## config.mk

```make
export PLATFORM = sky130hd
export DESIGN_NAME = systolic_result_collector_flat
export DESIGN_NICKNAME = d
export VERILOG_FILES = /design/src/rtl/systolic_result_collector_if.sv /design/src/rtl/systolic_result_collector.sv /design/src/flat_wrapper.sv
export SDC_FILE = /design/constraint.sdc
export NUM_CORES = 1
export LEC_CHECK = 0
export BUFFER_PORTS_ARGS = -buffer_cell sky130_fd_sc_hd__buf_2
export CAP_MARGIN = 20
export CORE_ASPECT_RATIO = 1.25
export CORE_MARGIN = 2
export CORE_UTILIZATION = 40
export CTS_BUF_LIST = sky130_fd_sc_hd__clkbuf_8
export DETAILED_ROUTE_END_ITERATION = 8
export GPL_ROUTABILITY_DRIVEN = 1
export SLEW_MARGIN = 10
export SYNTH_ARGS = -nofsm -noshare
export SYNTH_HDL_FRONTEND = slang
export SYNTH_SLANG_ARGS = --single-unit
```

## constraint.sdc

```tcl
create_clock -name clk -period 5.1 [get_ports clk]
set_input_delay 0.51 -clock clk [delete_from_list [all_inputs] [get_ports clk]]
set_output_delay 0.51 -clock clk [all_outputs]
set_load 0.02 [all_outputs]
```

## src/rtl/systolic_result_collector_if.sv

```systemverilog
// Control, skewed-accumulator and row-output bundle for systolic_result_collector.
// master = the side driving start/accumulators/out_ready; slave = the collector.
interface systolic_result_collector_if #(
    parameter int unsigned ACC_W = 32,
    parameter int unsigned CNT_W = 8,
    parameter int unsigned DEPTH = 4
);
    localparam int unsigned CW = $clog2(DEPTH) + 1;

    logic             start;
    logic [CNT_W-1:0] num_rows;
    logic             acc_valid;
    logic [ACC_W-1:0] acc_in1;
    logic [ACC_W-1:0] acc_in2;
    logic             out_valid;
    logic             out_ready;
    logic [ACC_W-1:0] out_data1;
    logic [ACC_W-1:0] out_data2;
    logic [CW-1:0]    fifo_count;
    logic             busy;
    logic             done;
    logic             overflow;

    modport master (
        output start, num_rows, acc_valid, acc_in1, acc_in2, out_ready,
        input  out_valid, out_data1, out_data2, fifo_count, busy, done, overflow
    );

    modport slave (
        input  start, num_rows, acc_valid, acc_in1, acc_in2, out_ready,
        output out_valid, out_data1, out_data2, fifo_count, busy, done, overflow
    );
endinterface

```

## src/rtl/systolic_result_collector.sv

```systemverilog
// Re-aligns column-skewed 2x2 systolic accumulator outputs into rows, buffers them, streams them out.
// Build macro COLLECTOR_SAT16_EN: clamp each column to signed 16-bit before buffering.
module systolic_result_collector #(
    parameter int unsigned ACC_W    = 32,
    parameter int unsigned COL_SKEW = 1,
    parameter int unsigned DEPTH    = 4,
    parameter int unsigned CNT_W    = 8
) (
    input  logic                       clk,
    input  logic                       reset,
    systolic_result_collector_if.slave bus
);
    localparam int unsigned PW = $clog2(DEPTH);
    localparam int unsigned CW = PW + 1;

    typedef enum logic [1:0] {S_IDLE, S_COLLECT, S_DRAIN, S_DONE} state_e;
    typedef struct packed {
        logic [ACC_W-1:0] c0;
        logic [ACC_W-1:0] c1;
    } row_t;

    state_e              state_q, state_d;
    logic [CNT_W-1:0]    num_rows_q, issued_q, completed_q;
    logic [COL_SKEW-1:0] dl_vld_q;
    logic [ACC_W-1:0]    dl_data_q [COL_SKEW];
    row_t                mem_q [DEPTH];
    logic [PW-1:0]       wr_ptr_q, rd_ptr_q, rd_ptr_d;
    logic [CW-1:0]       count_q, count_d;
    row_t                out_row_q, head_d, row_c;
    logic                out_valid_q, busy_q, busy_d, done_q, done_d, overflow_q;
    logic                start_ok, capture, form, pop, full, push, drop;

`ifdef COLLECTOR_SAT16_EN
    localparam logic [ACC_W-1:0] SAT_MAX = ACC_W'(32'sd32767);
    localparam logic [ACC_W-1:0] SAT_MIN = ACC_W'(-32'sd32768);
`endif

    function automatic logic [ACC_W-1:0] col_fmt(input logic [ACC_W-1:0] v);
`ifdef COLLECTOR_SAT16_EN
        if ($signed(v) > $signed(SAT_MAX)) return SAT_MAX;
        if ($signed(v) < $signed(SAT_MIN)) return SAT_MIN;
        return v;
`else
        return v;
`endif
    endfunction

    // FSM state register
    always_ff @(posedge clk or negedge reset) begin
        if (!reset) state_q <= S_IDLE;
        else        state_q <= state_d;
    end

    // FSM next state
    always_comb begin
        state_d = state_q;
        case (state_q)
            S_IDLE:    if (bus.start) state_d = (bus.num_rows == '0) ? S_DONE : S_COLLECT;
            S_COLLECT: if (completed_q == num_rows_q) state_d = S_DRAIN;
            S_DRAIN:   if (count_q == '0) state_d = S_DONE;
            S_DONE:    state_d = S_IDLE;
            default:   state_d = S_IDLE;
        endcase
    end

    // FSM outputs; done trails the DONE state by one cycle
    always_comb begin
        busy_d = (state_d != S_IDLE);
        done_d = (state_q == S_DONE);
    end

    // Capture, alignment and FIFO control
    always_comb begin
        start_ok = (state_q == S_IDLE) && bus.start;
        capture  = (state_q == S_COLLECT) && bus.acc_valid && (issued_q < num_rows_q);
        form     = dl_vld_q[COL_SKEW-1];
        row_c.c0 = col_fmt(dl_data_q[COL_SKEW-1]);
        row_c.c1 = col_fmt(bus.acc_in2);
        pop      = out_valid_q && bus.out_ready;
        full     = (count_q == CW'(DEPTH));
        push     = form && (!full || pop);
        drop     = form && !push;
        rd_ptr_d = pop ? rd_ptr_q + PW'(1) : rd_ptr_q;
        count_d  = count_q;
        if (push && !pop)      count_d = count_q + CW'(1);
        else if (pop && !push) count_d = count_q - CW'(1);
        // A row written into the slot that becomes the head must bypass the storage read
        head_d = mem_q[rd_ptr_d];
        if (push && (wr_ptr_q == rd_ptr_d)) head_d = row_c;
    end

    always_ff @(posedge clk) begin
        if (push) mem_q[wr_ptr_q] <= row_c;
    end

    always_ff @(posedge clk or negedge reset) begin
        if (!reset) begin
            num_rows_q  <= '0;
            issued_q    <= '0;
            completed_q <= '0;
            dl_vld_q    <= '0;
            for (int i = 0; i < COL_SKEW; i++) dl_data_q[i] <= '0;
            wr_ptr_q    <= '0;
            rd_ptr_q    <= '0;
            count_q     <= '0;
            out_valid_q <= 1'b0;
            out_row_q   <= '0;
            busy_q      <= 1'b0;
            done_q      <= 1'b0;
            overflow_q  <= 1'b0;
        end else begin
            dl_vld_q[0]  <= capture;
            dl_data_q[0] <= bus.acc_in1;
            for (int i = 1; i < COL_SKEW; i++) begin
                dl_vld_q[i]  <= dl_vld_q[i-1];
                dl_data_q[i] <= dl_data_q[i-1];
            end
            if (start_ok) begin
                num_rows_q  <= bus.num_rows;
                issued_q    <= '0;
                completed_q <= '0;
                overflow_q  <= 1'b0;
            end else begin
                if (capture) issued_q    <= issued_q + CNT_W'(1);
                if (form)    completed_q <= completed_q + CNT_W'(1);
                if (drop)    overflow_q  <= 1'b1;
            end
            if (push) wr_ptr_q <= wr_ptr_q + PW'(1);
            rd_ptr_q    <= rd_ptr_d;
            count_q     <= count_d;
            out_valid_q <= (count_d != '0);
            out_row_q   <= head_d;
            busy_q      <= busy_d;
            done_q      <= done_d;
        end
    end

    assign bus.out_valid  = out_valid_q;
    assign bus.out_data1  = out_row_q.c0;
    assign bus.out_data2  = out_row_q.c1;
    assign bus.fifo_count = count_q;
    assign bus.busy       = busy_q;
    assign bus.done       = done_q;
    assign bus.overflow   = overflow_q;
endmodule

```

## src/flat_wrapper.sv

```systemverilog
// flat-port wrapper written by rule: the top's interface ports become plain ports
module systolic_result_collector_flat 
#(
    parameter int unsigned ACC_W    = 32,
    parameter int unsigned COL_SKEW = 1,
    parameter int unsigned DEPTH    = 4,
    parameter int unsigned CNT_W    = 8
)
  (clk, reset, bus_start, bus_num_rows, bus_acc_valid, bus_acc_in1, bus_acc_in2, bus_out_ready, bus_out_valid, bus_out_data1, bus_out_data2, bus_fifo_count, bus_busy, bus_done, bus_overflow);
  systolic_result_collector_if #(.ACC_W(ACC_W), .CNT_W(CNT_W), .DEPTH(DEPTH)) bus_i ();
  input  logic clk;
  input  logic reset;
  input wire logic [$bits(bus_i.start)-1:0] bus_start;
  input wire logic [$bits(bus_i.num_rows)-1:0] bus_num_rows;
  input wire logic [$bits(bus_i.acc_valid)-1:0] bus_acc_valid;
  input wire logic [$bits(bus_i.acc_in1)-1:0] bus_acc_in1;
  input wire logic [$bits(bus_i.acc_in2)-1:0] bus_acc_in2;
  input wire logic [$bits(bus_i.out_ready)-1:0] bus_out_ready;
  output wire logic [$bits(bus_i.out_valid)-1:0] bus_out_valid;
  output wire logic [$bits(bus_i.out_data1)-1:0] bus_out_data1;
  output wire logic [$bits(bus_i.out_data2)-1:0] bus_out_data2;
  output wire logic [$bits(bus_i.fifo_count)-1:0] bus_fifo_count;
  output wire logic [$bits(bus_i.busy)-1:0] bus_busy;
  output wire logic [$bits(bus_i.done)-1:0] bus_done;
  output wire logic [$bits(bus_i.overflow)-1:0] bus_overflow;
  assign bus_i.start = bus_start;
  assign bus_i.num_rows = bus_num_rows;
  assign bus_i.acc_valid = bus_acc_valid;
  assign bus_i.acc_in1 = bus_acc_in1;
  assign bus_i.acc_in2 = bus_acc_in2;
  assign bus_i.out_ready = bus_out_ready;
  assign bus_out_valid = bus_i.out_valid;
  assign bus_out_data1 = bus_i.out_data1;
  assign bus_out_data2 = bus_i.out_data2;
  assign bus_fifo_count = bus_i.fifo_count;
  assign bus_busy = bus_i.busy;
  assign bus_done = bus_i.done;
  assign bus_overflow = bus_i.overflow;
  systolic_result_collector #(.ACC_W(ACC_W), .COL_SKEW(COL_SKEW), .DEPTH(DEPTH), .CNT_W(CNT_W)) u_core (.clk(clk), .reset(reset), .bus(bus_i));
endmodule
```

**Word-level counts from Yosys, hierarchy flattened**

Memories as Yosys holds them, arrays and structs flattened. A register that Yosys moved wholly into a read port is not among the register bits.
Cells that the tools add are included.

- Equality and inequality tests: 5
- Muxes and demuxes: 16
- Add/sub/neg operators: 6
- Reductions and logical operators: 21
- $lt $le $gt $ge: 1

Operator list:

| cell | number |
|---|---|
| 2-to-1 mux 8 bit | 4 |
| adder 8 x 1 -> 8 bit, second input constant | 2 |
| 2-to-1 mux 2 bit | 5 |
| equality test 8 bit | 1 |
| logical AND 1 bit | 8 |
| logical NOT 8 bit | 1 |
| less-than comparator 8 bit | 1 |
| case mux 2 bit (4 select lines) | 1 |
| nonzero test 2 bit | 4 |
| 2-to-1 mux 3 bit | 2 |
| adder 2 x 1 -> 2 bit, second input constant | 2 |
| equality test 2 bit, second input constant | 2 |
| logical NOT 1 bit | 4 |
| 2-to-1 mux 1 bit | 4 |
| adder 3 x 1 -> 3 bit, second input constant | 1 |
| equality test 3 bit, second input constant | 1 |
| logical NOT 3 bit | 1 |
| nonzero test 3 bit | 1 |
| subtractor 3 x 1 -> 3 bit, second input constant | 1 |
| equality test 2 x 1 -> 1 bit, second input constant | 1 |
| logical NOT 2 bit | 1 |
| logical OR 1 bit | 1 |

- Bits in registers: 70
- Memories: 1
- Output and inout bits: 71
- Logic and storage cells: 63
- Input bits: 77
- Memory bits (writable): 256

Memories:

| memory | words | width | rd ports | clocked after memory_dff | wr ports | RTL line | source |
|---|---|---|---|---|---|---|---|
| u_core.mem_q | 4 | 64 | 1 | 1 | 1 | systolic_result_collector.sv:26 | `row_t mem_q [DEPTH];` |

**Longest topological paths before layout**

Gate-level depths: netlist of the first run.

- Depth in word-level cells: 9
- Depth in mapped cells: 9

**Least setup slack after synthesis of the first run**

No wires, ideal clock.

- Path type: reg2reg
- From: register u_core.out_valid_q (netlist: u_core.bus.out_valid)
- To: memory u_core.mem_q[0][0] in the netlist's numbering (enable)
- Buffers on the path: 2
- Arrival: 2.927 ns
- Cell stages (with the launch flop): 7
- Setup slack: 1.744 ns
- Library setup time: 0.429 ns
- Data required time: 4.671 ns
- Path through: dfrtp_1 and2_1 buf_2 clkbuf_1 nor2_1 nor2b_1 and2_1

- Cells in the longest elaborated chain, start to end: 5

Ends and longest elaborated chain:

| element | RTL line | source |
|---|---|---|
| start, declared | systolic_result_collector.sv:30 | `logic out_valid_q, busy_q, busy_d, done_q, done_d, overflow_q;` |
| start signal, assigned | systolic_result_collector.sv:131 | `out_valid_q <= (count_d != '0);` |
| logical AND 1 bit | systolic_result_collector.sv:79 | `pop = out_valid_q && bus.out_ready;` |
| logical OR 1 bit | systolic_result_collector.sv:81 | `push = form && (!full \|\| pop);` |
| logical AND 1 bit | systolic_result_collector.sv:81 |  |
| 2-to-1 mux 1 bit | systolic_result_collector.sv:93 | `if (push) mem_q[wr_ptr_q] <= row_c;` |
| 2-to-1 mux 1 bit (implied by the code) | systolic_result_collector.sv:93 |  |
| end, declared | systolic_result_collector.sv:26 |  |

Every way passes these cells.

**Final worst setup path of the first run**

- From: register u_core.rd_ptr_q[0]
- To: register u_core.bus.out_data1[4] (netlist name)

- Cells in the longest elaborated chain, start to end: 2

Ends and longest elaborated chain:

| element | RTL line | source |
|---|---|---|
| start, declared | systolic_result_collector.sv:27 | `logic [PW-1:0] wr_ptr_q, rd_ptr_q, rd_ptr_d;` |
| start signal, assigned | systolic_result_collector.sv:129 | `rd_ptr_q <= rd_ptr_d;` |
| adder 2 x 1 -> 2 bit | systolic_result_collector.sv:83 | `rd_ptr_d = pop ? rd_ptr_q + PW'(1) : rd_ptr_q;` |
| 2-to-1 mux 2 bit (*) | systolic_result_collector.sv:83 |  |

Every way passes the cells marked *; elsewhere a longest branch is shown, timed or not.
A chain may end at the register's enable or synchronous reset.

==> reports/summary.log, run 1 <==
INFO  drt            detailed_routing_iterations_pass_1=5
INFO  grt            grt.overflow.total=0
INFO  layout         final_layout_size_suffix_gt1_share=24.17%
INFO  critical_path  category_of_the_critical_setup_timing_path=flip-flop to flip-flop
INFO  critical_path  cp_num_buf_inv=2
INFO  clocking       cts_post_setup_buffers_inserted=0
INFO  clocking       postCtsResizedCells=0
INFO  layout         final_core_utilization=46.67%
INFO  critical_path  setup.worst_path.end_class=flip-flop
INFO  clocking       ctsHtreeMaxLevel=2
INFO  clocking       clk_path_buf_depth=3
INFO  synth          post_synth_instance_area=16440um2
INFO  clocking       tritoncts_num_sinks=390
INFO  critical_path  critical_path_required=5.61ns
INFO  floorplan      start_util=40.27%
INFO  floorplan      die_area=42740um2
INFO  clocking       clock_latency_on_the_worst_skew_pair=0.63ns
INFO  pwr            powerDensity=563.6nW/um2
INFO  placement      routabilityCongestion=0.7226
INFO  pwr            ir_worst_vdd=0.2920mV
INFO  critical_path  path_delay_family=compound AO/OA/AOI/OAI gates
INFO  timing         fin_worst_skew=0.02854ns
INFO  synth          synth_largest_area_cell=sky130_fd_sc_hd__edfxtp_1
INFO  grt            global_route.usage.total=18.60%
INFO  critical_path  critical_path.cell_chain=inv_4 -> a31oi_1 -> a221oi_4 -> buf_4 -> a221oi_1 -> a21o_1
INFO  grt            grt_max_degree=85
INFO  layout         num-fill-cells=3629
INFO  floorplan      io_pins=148
INFO  synth          synth_top_cell_area_share=46.77%
INFO  synth          synthesis.nets=1216
INFO  job            maxCapViolCount=0
INFO  layout         layout.area.seq=11050um2
INFO  synth          syn_inst=1123
INFO  timing         timing.final.hold_violations=0
INFO  layout         antenna_cells=0
INFO  synth          async_flop_share=34.36%
INFO  run_status     outcome=finished clean
INFO  placement      numPortBuffers=147
INFO  clocking       cts-root-buf=sky130_fd_sc_hd__clkbuf_8
INFO  synth          post_synth_main_area_contributors=sky130_fd_sc_hd__edfxtp_1 (47%), sky130_fd_sc_hd__dfrtp_1 (20%), sky130_fd_sc_hd__o221ai_1 (6.8%)
INFO  synth          synth.distinct_cells=50
INFO  clocking       ctsHoldBuffers=33
INFO  timing         max_slew.worst_pin.slew=1.200ns
INFO  clocking       clock_tree_from_tritoncts=done
INFO  placement      dp_hpwl=21660um
INFO  timing         timing.fmax=294.0MHz
INFO  timing         slew_headroom=19.99%
INFO  timing         post-route-min-period=3.401ns
INFO  timing         final_min_period_over_clock_period=66.69%
INFO  drt            remaining_drc_errors=0
INFO  synth          portion_of_the_post_synthesis_area_used_by_sequential_elements=67.17%
INFO  timing         final-setup-viol-count=0
INFO  synth          synth_seq_cells=390
INFO  hold_path      hold_path_class=input pin to flip-flop
INFO  synth          synth_common_cells=sky130_fd_sc_hd__edfxtp_1 (256), sky130_fd_sc_hd__dfrtp_1 (134), sky130_fd_sc_hd__o221ai_1 (128)
INFO  synth          postSynthAreaPerCell=14.64um2
INFO  drt            detailedRoute.firstIterationViolations=812
INFO  clocking       clk_pin_slew_worst_paths=0.06ns
INFO  synth          postSynth.topFlopCell=sky130_fd_sc_hd__edfxtp_1
INFO  critical_path  setup.reg_to_reg.worst_slack=1.70ns
INFO  synth          synth_warnings=0
INFO  drt            drt-vias-per-instance=5.869
INFO  floorplan      fp.coreArea=40810um2
INFO  layout         nNetsFinal=1364
INFO  floorplan      fp-row-count=83
INFO  drt            route.final.wire_length=39870um
INFO  timing         slew_violations=0
INFO  critical_path  critPathMaxStageDelay=1.01ns
INFO  grt            vias_in_the_first_global_route=11212
INFO  pwr            power_leakage=7.157nW
INFO  synth          synth_enable_flop_cells=256
INFO  clocking       cts_inserted_buffers=58
INFO  layout         multiInputGateArea=4903um2
INFO  grt            initial_antenna_violation_count=1
INFO  critical_path  start_kind=flip-flop
INFO  timing         tns=0ns
INFO  drt            drtAntennaViolNets=0
INFO  layout         synth_to_layout_area_growth=15.88%
INFO  synth          synthMostInstantiatedCell=sky130_fd_sc_hd__edfxtp_1
INFO  drt            wire_length_per_cell=21.30um
INFO  grt            grt_pass1_wl=62220um
INFO  critical_path  worst_ep_arrival_time=3.91ns
INFO  floorplan      die_width=185.3um
INFO  critical_path  critical_path.slowest_cell=sky130_fd_sc_hd__a221oi_4
INFO  floorplan      die_height=230.6um
INFO  drt            route.vias.total=10986
INFO  timing         rsz0062_at_grt=false
INFO  critical_path  crit_fanout=66
## kinds of logic after synthesis
group / share of synthesized area, %
DFF: 67.17
AOI/OAI and AO/OA: 17.95
and+or+nand+nor: 4.963
buffers and inverters: 3.213
muxes: 4.575
xor gates and xnor gates: 0.9059
adders and majority gates: 1.218
## stage by stage
stage                     std cells  hold slack [ns]  setup WS, ns  area [um2]  power [mW]
after floorplan                1123           0.2144         1.744       16440       7.234
after global placement         1729           0.5060         1.706       17570       8.308
after detailed placement       1729           0.5143         1.736       17570       8.384
after CTS                      1871          0.05512         1.689       19020       10.85
after global routing           1872          0.08906         1.469       19050       11.38
final                          1872           0.1003         1.699       19050       10.73
## layout make-up
type,count,share of cell area (%)
clock buffers,69,4.986
clock inverters,40,0.8672
multi-input cells,611,25.75
well taps,552,3.626
inverters,15,0.3088
repair buffers,195,6.458
flip-flops and latches,390,58.01
## flip-flops by register name, indices dropped and copies added (netlist names), 3 cells and up
signal,cells
u_core.completed_q,8
u_core.num_rows_q,8
u_core.mem_q,256
u_core.bus.out_data1,32
u_core.bus.fifo_count,3
u_core.dl_data_q,32
u_core.issued_q,8
u_core.bus.out_data2,32
## layout by cell type, fill, tap and decap left out, types with 2 or more instances in the layout
cell and instances:
sky130_fd_sc_hd__edfxtp_1 256, sky130_fd_sc_hd__buf_2 146, sky130_fd_sc_hd__dfrtp_1 132, sky130_fd_sc_hd__o221ai_1 128, sky130_fd_sc_hd__or3_1 70, sky130_fd_sc_hd__clkbuf_8 69
sky130_fd_sc_hd__a21o_1 66, sky130_fd_sc_hd__o31ai_1 65, sky130_fd_sc_hd__mux2_2 65, sky130_fd_sc_hd__a221oi_1 64, sky130_fd_sc_hd__inv_1 40, sky130_fd_sc_hd__dlygate4sd3_1 33
sky130_fd_sc_hd__nand2_1 19, sky130_fd_sc_hd__o21ai_0 17, sky130_fd_sc_hd__ha_1 16, sky130_fd_sc_hd__nor2_1 14, sky130_fd_sc_hd__xor2_1 13, sky130_fd_sc_hd__a21oi_1 12
sky130_fd_sc_hd__buf_4 12, sky130_fd_sc_hd__nand3_1 7, sky130_fd_sc_hd__clkinv_2 6, sky130_fd_sc_hd__clkinv_1 6, sky130_fd_sc_hd__and2_4 5, sky130_fd_sc_hd__xnor2_1 4
sky130_fd_sc_hd__nand4_1 4, sky130_fd_sc_hd__nor4_1 3, sky130_fd_sc_hd__and4_1 3, sky130_fd_sc_hd__o21ai_1 2, sky130_fd_sc_hd__nand2b_2 2, sky130_fd_sc_hd__nand2b_1 2
sky130_fd_sc_hd__and2_1 2, sky130_fd_sc_hd__o211ai_1 2, sky130_fd_sc_hd__nor3_1 2, sky130_fd_sc_hd__nor3b_1 2, sky130_fd_sc_hd__mux2i_1 2, sky130_fd_sc_hd__and3_1 2
sky130_fd_sc_hd__clkinvlp_4 2, sky130_fd_sc_hd__buf_12 2, sky130_fd_sc_hd__dfrtp_4 2
## metal layers
layer / GRT usage [%] / share of wire, % / up-vias
met1: 23.72 / 42 / 5641
met2: 31.75 / 50 / 373
li1: - / - / 4909
met3: 3.928 / 6.5 / 61
met5: 0 / 0.033 / -
met4: 5.556 / 1.7 / 2
## report_power, final
group          total, mW  internal (mW)  switching (mW)  leakage, nW
clock network       2.41           1.22            1.18        0.668
logic               3.78           1.52            2.26         2.56
registers           4.54           4.07           0.470         3.93
total               10.7           6.82            3.91         7.16
## worst register-to-register path, cell delays in order, from the launching register on
cell,delay (ns)
sky130_fd_sc_hd__dfrtp_4,0.77
sky130_fd_sc_hd__inv_4,0.55
sky130_fd_sc_hd__a31oi_1,0.22
sky130_fd_sc_hd__a221oi_4,1.02
sky130_fd_sc_hd__buf_4,0.43
sky130_fd_sc_hd__a221oi_1,0.09
sky130_fd_sc_hd__a21o_1,0.20
## worst paths after layout
kind,startpoint,endpoint,cells after the start
hold / removal,bus_num_rows[0],u_core.num_rows_q[0]$_DFFE_PN0P_,3
min in group asynchronous,reset,u_core.dl_data_q[3]$_DFF_PN0_,2
hold reg to reg,u_core.bus.overflow$_DFFE_PN0P_,u_core.bus.overflow$_DFFE_PN0P_,2
setup reg to reg,u_core.rd_ptr_q[0]$_DFF_PN0_,u_core.bus.out_data1[4]$_DFF_PN0_,6
max in group asynchronous,reset,u_core.bus.out_data1[22]$_DFF_PN0_,3
setup / recovery,u_core.rd_ptr_q[0]$_DFF_PN0_,u_core.bus.out_data1[4]$_DFF_PN0_,6
Note: power is estimated with default switching activity, not from simulation.
==> run 2: changes to the inputs <==
Clock period 5.1 ns to 3.35 ns, I/O delays scaled along.
==> reports/summary.log, run 2 (synthesized netlist as in run 1, its figures left out) <==
INFO  run_status     outcome=finished clean
INFO  timing         timing.fmax=416.8MHz [+42%]
INFO  critical_path  path_delay_family=simple AND/OR/NAND/NOR gates
INFO  timing         slew_headroom=47.30% [+27 points]
INFO  clocking       cts_inserted_buffers=61 [+5.2%]
INFO  pwr            powerDensity=859.0nW/um2 [+52%]
INFO  floorplan      die_width=185.3um [unchanged]
INFO  drt            drt-vias-per-instance=5.757 [-1.9%]
INFO  pwr            ir_worst_vdd=0.7094mV [+140%]
INFO  drt            highest-signal-layer=met5
INFO  critical_path  setup.reg_to_reg.worst_slack=0.95ns [-0.75 ns]
INFO  critical_path  critPathMaxStageDelay=0.60ns [-0.41 ns]
INFO  layout         final_core_utilization=48.51% [+1.8 points]
INFO  drt            routed_length_on_met3=2155um [-16%]
INFO  clocking       clock_latency_on_the_worst_skew_pair=0.68ns [+0.05 ns]
INFO  timing         slew_violations=0 [unchanged]
INFO  critical_path  crit_fanout=63 [-4.5%]
INFO  floorplan      fp-row-count=83 [unchanged]
INFO  clocking       cts_post_setup_buffers_inserted=0 [unchanged]
INFO  drt            drtAntennaViolNets=0 [unchanged]
INFO  critical_path  worst_ep_arrival_time=2.91ns [-1.00 ns]
INFO  critical_path  cp_num_buf_inv=1 [-1]
INFO  drt            detailedRoute.firstIterationViolations=789 [-2.8%]
INFO  grt            grt_pass1_wl=64230um [+3.2%]
INFO  floorplan      die_height=230.6um [unchanged]
INFO  drt            detailed_routing_iterations_pass_1=5 [unchanged]
INFO  placement      numPortBuffers=147 [unchanged]
INFO  grt            vias_in_the_first_global_route=11678 [+4.2%]
INFO  critical_path  setup.worst_path.end_class=flip-flop
INFO  grt            initial_antenna_violation_count=1 [unchanged]
INFO  layout         final_layout_size_suffix_gt1_share=25.07% [+0.91 points]
INFO  timing         final_min_period_over_clock_period=71.62% [+4.9 points]
INFO  grt            grt.overflow.total=0 [unchanged]
INFO  floorplan      start_util=40.27% [unchanged]
INFO  timing         final-setup-viol-count=0 [unchanged]
INFO  grt            global_route.usage.total=19.36% [+0.76 points]
INFO  drt            wire_length_per_cell=21.21um [-0.38%]
INFO  pwr            power_leakage=7.512nW [+5.0%]
INFO  floorplan      fp.coreArea=40810um2 [unchanged]
INFO  floorplan      die_area=42740um2 [unchanged]
INFO  floorplan      io_pins=148 [unchanged]
INFO  clocking       cts-root-buf=sky130_fd_sc_hd__clkbuf_8
INFO  critical_path  critical_path_required=3.86ns [-1.75 ns]
INFO  critical_path  cp_num_cells=6 [unchanged]
INFO  critical_path  critical_path.slowest_cell=sky130_fd_sc_hd__buf_4
INFO  job            maxCapViolCount=0 [unchanged]
INFO  timing         rsz0062_at_grt=false
INFO  placement      routabilityCongestion=0.7584 [+5.0%]
INFO  placement      dp_hpwl=22460um [+3.7%]
INFO  layout         layout_commonest_cell=sky130_fd_sc_hd__edfxtp_1
INFO  clocking       tritoncts_num_sinks=390 [unchanged]
INFO  critical_path  critical_path.cell_chain=nand2_4 -> buf_4 -> nor3b_1 -> a311oi_1 -> a21oi_1 -> or3_1
INFO  timing         post-route-min-period=2.399ns [-1.002 ns]
INFO  drt            dr_wl_met2=20310um [+2.2%]
INFO  layout         synth_to_layout_area_growth=20.47%
INFO  layout         largest-register=u_core.mem_q
INFO  clocking       clk_pin_slew_worst_paths=0.06ns [about the same]
INFO  grt            grt_max_degree=130 [+53%]
INFO  timing         tns=0ns [unchanged]
INFO  timing         fin_worst_skew=0.05256ns [+0.02402 ns]
INFO  drt            route.vias.total=11123 [+1.2%]
INFO  drt            detail_route.wirelength.met1=17160um [+2.7%]
INFO  hold_path      hold_path_class=input pin to flip-flop
INFO  drt            route.final.wire_length=40990um [+2.8%]
INFO  layout         nNetsFinal=1420 [+4.1%]
INFO  layout         antenna_cells=0 [unchanged]
INFO  timing         max_slew.worst_pin.slew=0.7905ns [-0.4096 ns]
INFO  critical_path  category_of_the_critical_setup_timing_path=flip-flop to flip-flop
INFO  critical_path  start_kind=flip-flop
INFO  drt            remaining_drc_errors=0 [unchanged]
INFO  critical_path  rr_worst_depth=6 [unchanged]
INFO  clocking       clk_path_buf_depth=3 [unchanged]
INFO  clocking       ctsHtreeMaxLevel=2 [unchanged]
INFO  layout         largest_register_ffs=256 [unchanged]
INFO  layout         mostFrequentLayoutCells=sky130_fd_sc_hd__edfxtp_1 (256), sky130_fd_sc_hd__buf_2 (146), sky130_fd_sc_hd__dfrtp_1 (132), sky130_fd_sc_hd__o221ai_1 (128), sky130_fd_sc_hd__dlygate4sd3_1 (74)
INFO  clocking       clock_tree_from_tritoncts=done
INFO  hold_path      hold_path_depth=3 [unchanged]
INFO  timing         timing.final.hold_violations=0 [unchanged]
run 2: path summary, 6_finish.rpt:
path                                                 start                            endpoint
max reg2reg                 u_core.bus.out_valid$_DFF_PN0_      u_core.bus.out_valid$_DFF_PN0_
min                                          bus_out_ready        u_core.rd_ptr_q[0]$_DFF_PN0_
min reg2reg                u_core.bus.overflow$_DFFE_PN0P_     u_core.bus.overflow$_DFFE_PN0P_
max in group asynchronous                            reset  u_core.bus.out_data1[29]$_DFF_PN0_
min in group asynchronous                            reset   u_core.bus.out_data2[2]$_DFF_PN0_
max                         u_core.bus.out_valid$_DFF_PN0_      u_core.bus.out_valid$_DFF_PN0_
run 2: worst register-to-register path, stage by stage (launching register included):
cell                       delay, ns
sky130_fd_sc_hd__dfrtp_1        0.43
sky130_fd_sc_hd__nand2_4        0.35
sky130_fd_sc_hd__buf_4          0.61
sky130_fd_sc_hd__nor3b_1        0.19
sky130_fd_sc_hd__a311oi_1       0.28
sky130_fd_sc_hd__a21oi_1        0.09
sky130_fd_sc_hd__or3_1          0.32
run 2: cell type report:
| type | instances | area (um2) |
|---|---|---|
| clock inverters | 44 | 312.8 |
| fillers | 3520 | 21010 |
| multi-input cells | 611 | 4913 |
| clock buffers | 72 | 991.0 |
| well taps | 552 | 690.7 |
| repair buffers | 248 | 1785 |
| flip-flops and latches | 390 | 11050 |
| inverters | 15 | 58.81 |
run 2: power breakdown:
group          leakage (nW)  internal, mW  switching (mW)
Clock                 0.763          2.28            1.91
Sequential             3.93          6.20           0.504
Combinational          2.82          2.43            3.69
run 2: metal layers:
metal	vias to the layer above	global-route usage, %
li1	5025	-
met1	5615	24.01
met2	385	32.67
met3	96	3.691
met4	2	8.780
met5	-	0
run 2: timing repair:
| action | CTS | global route |
|---|---|---|
| gates resized for setup | 0 | 0 |
| hold buffers | 74 | 0 |
| endpoints found under the hold margin | 259 | 0 |
run 2: per-stage QoR:
step	cell area [um2]	instances	hold slack (ns)	worst slack [ns]	power [mW]
2_1_floorplan	16440	1123	0.03941	0.6876	11.00
3_3_place_gp	17760	1742	0.3952	1.026	12.73
3_5_place_dp	17760	1742	0.4068	0.9813	12.86
4_1_cts	19800	1932	0.08031	0.9669	17.22
5_1_grt	19800	1932	0.1441	0.7619	18.03
6_report	19800	1932	0.1528	0.9507	17.01
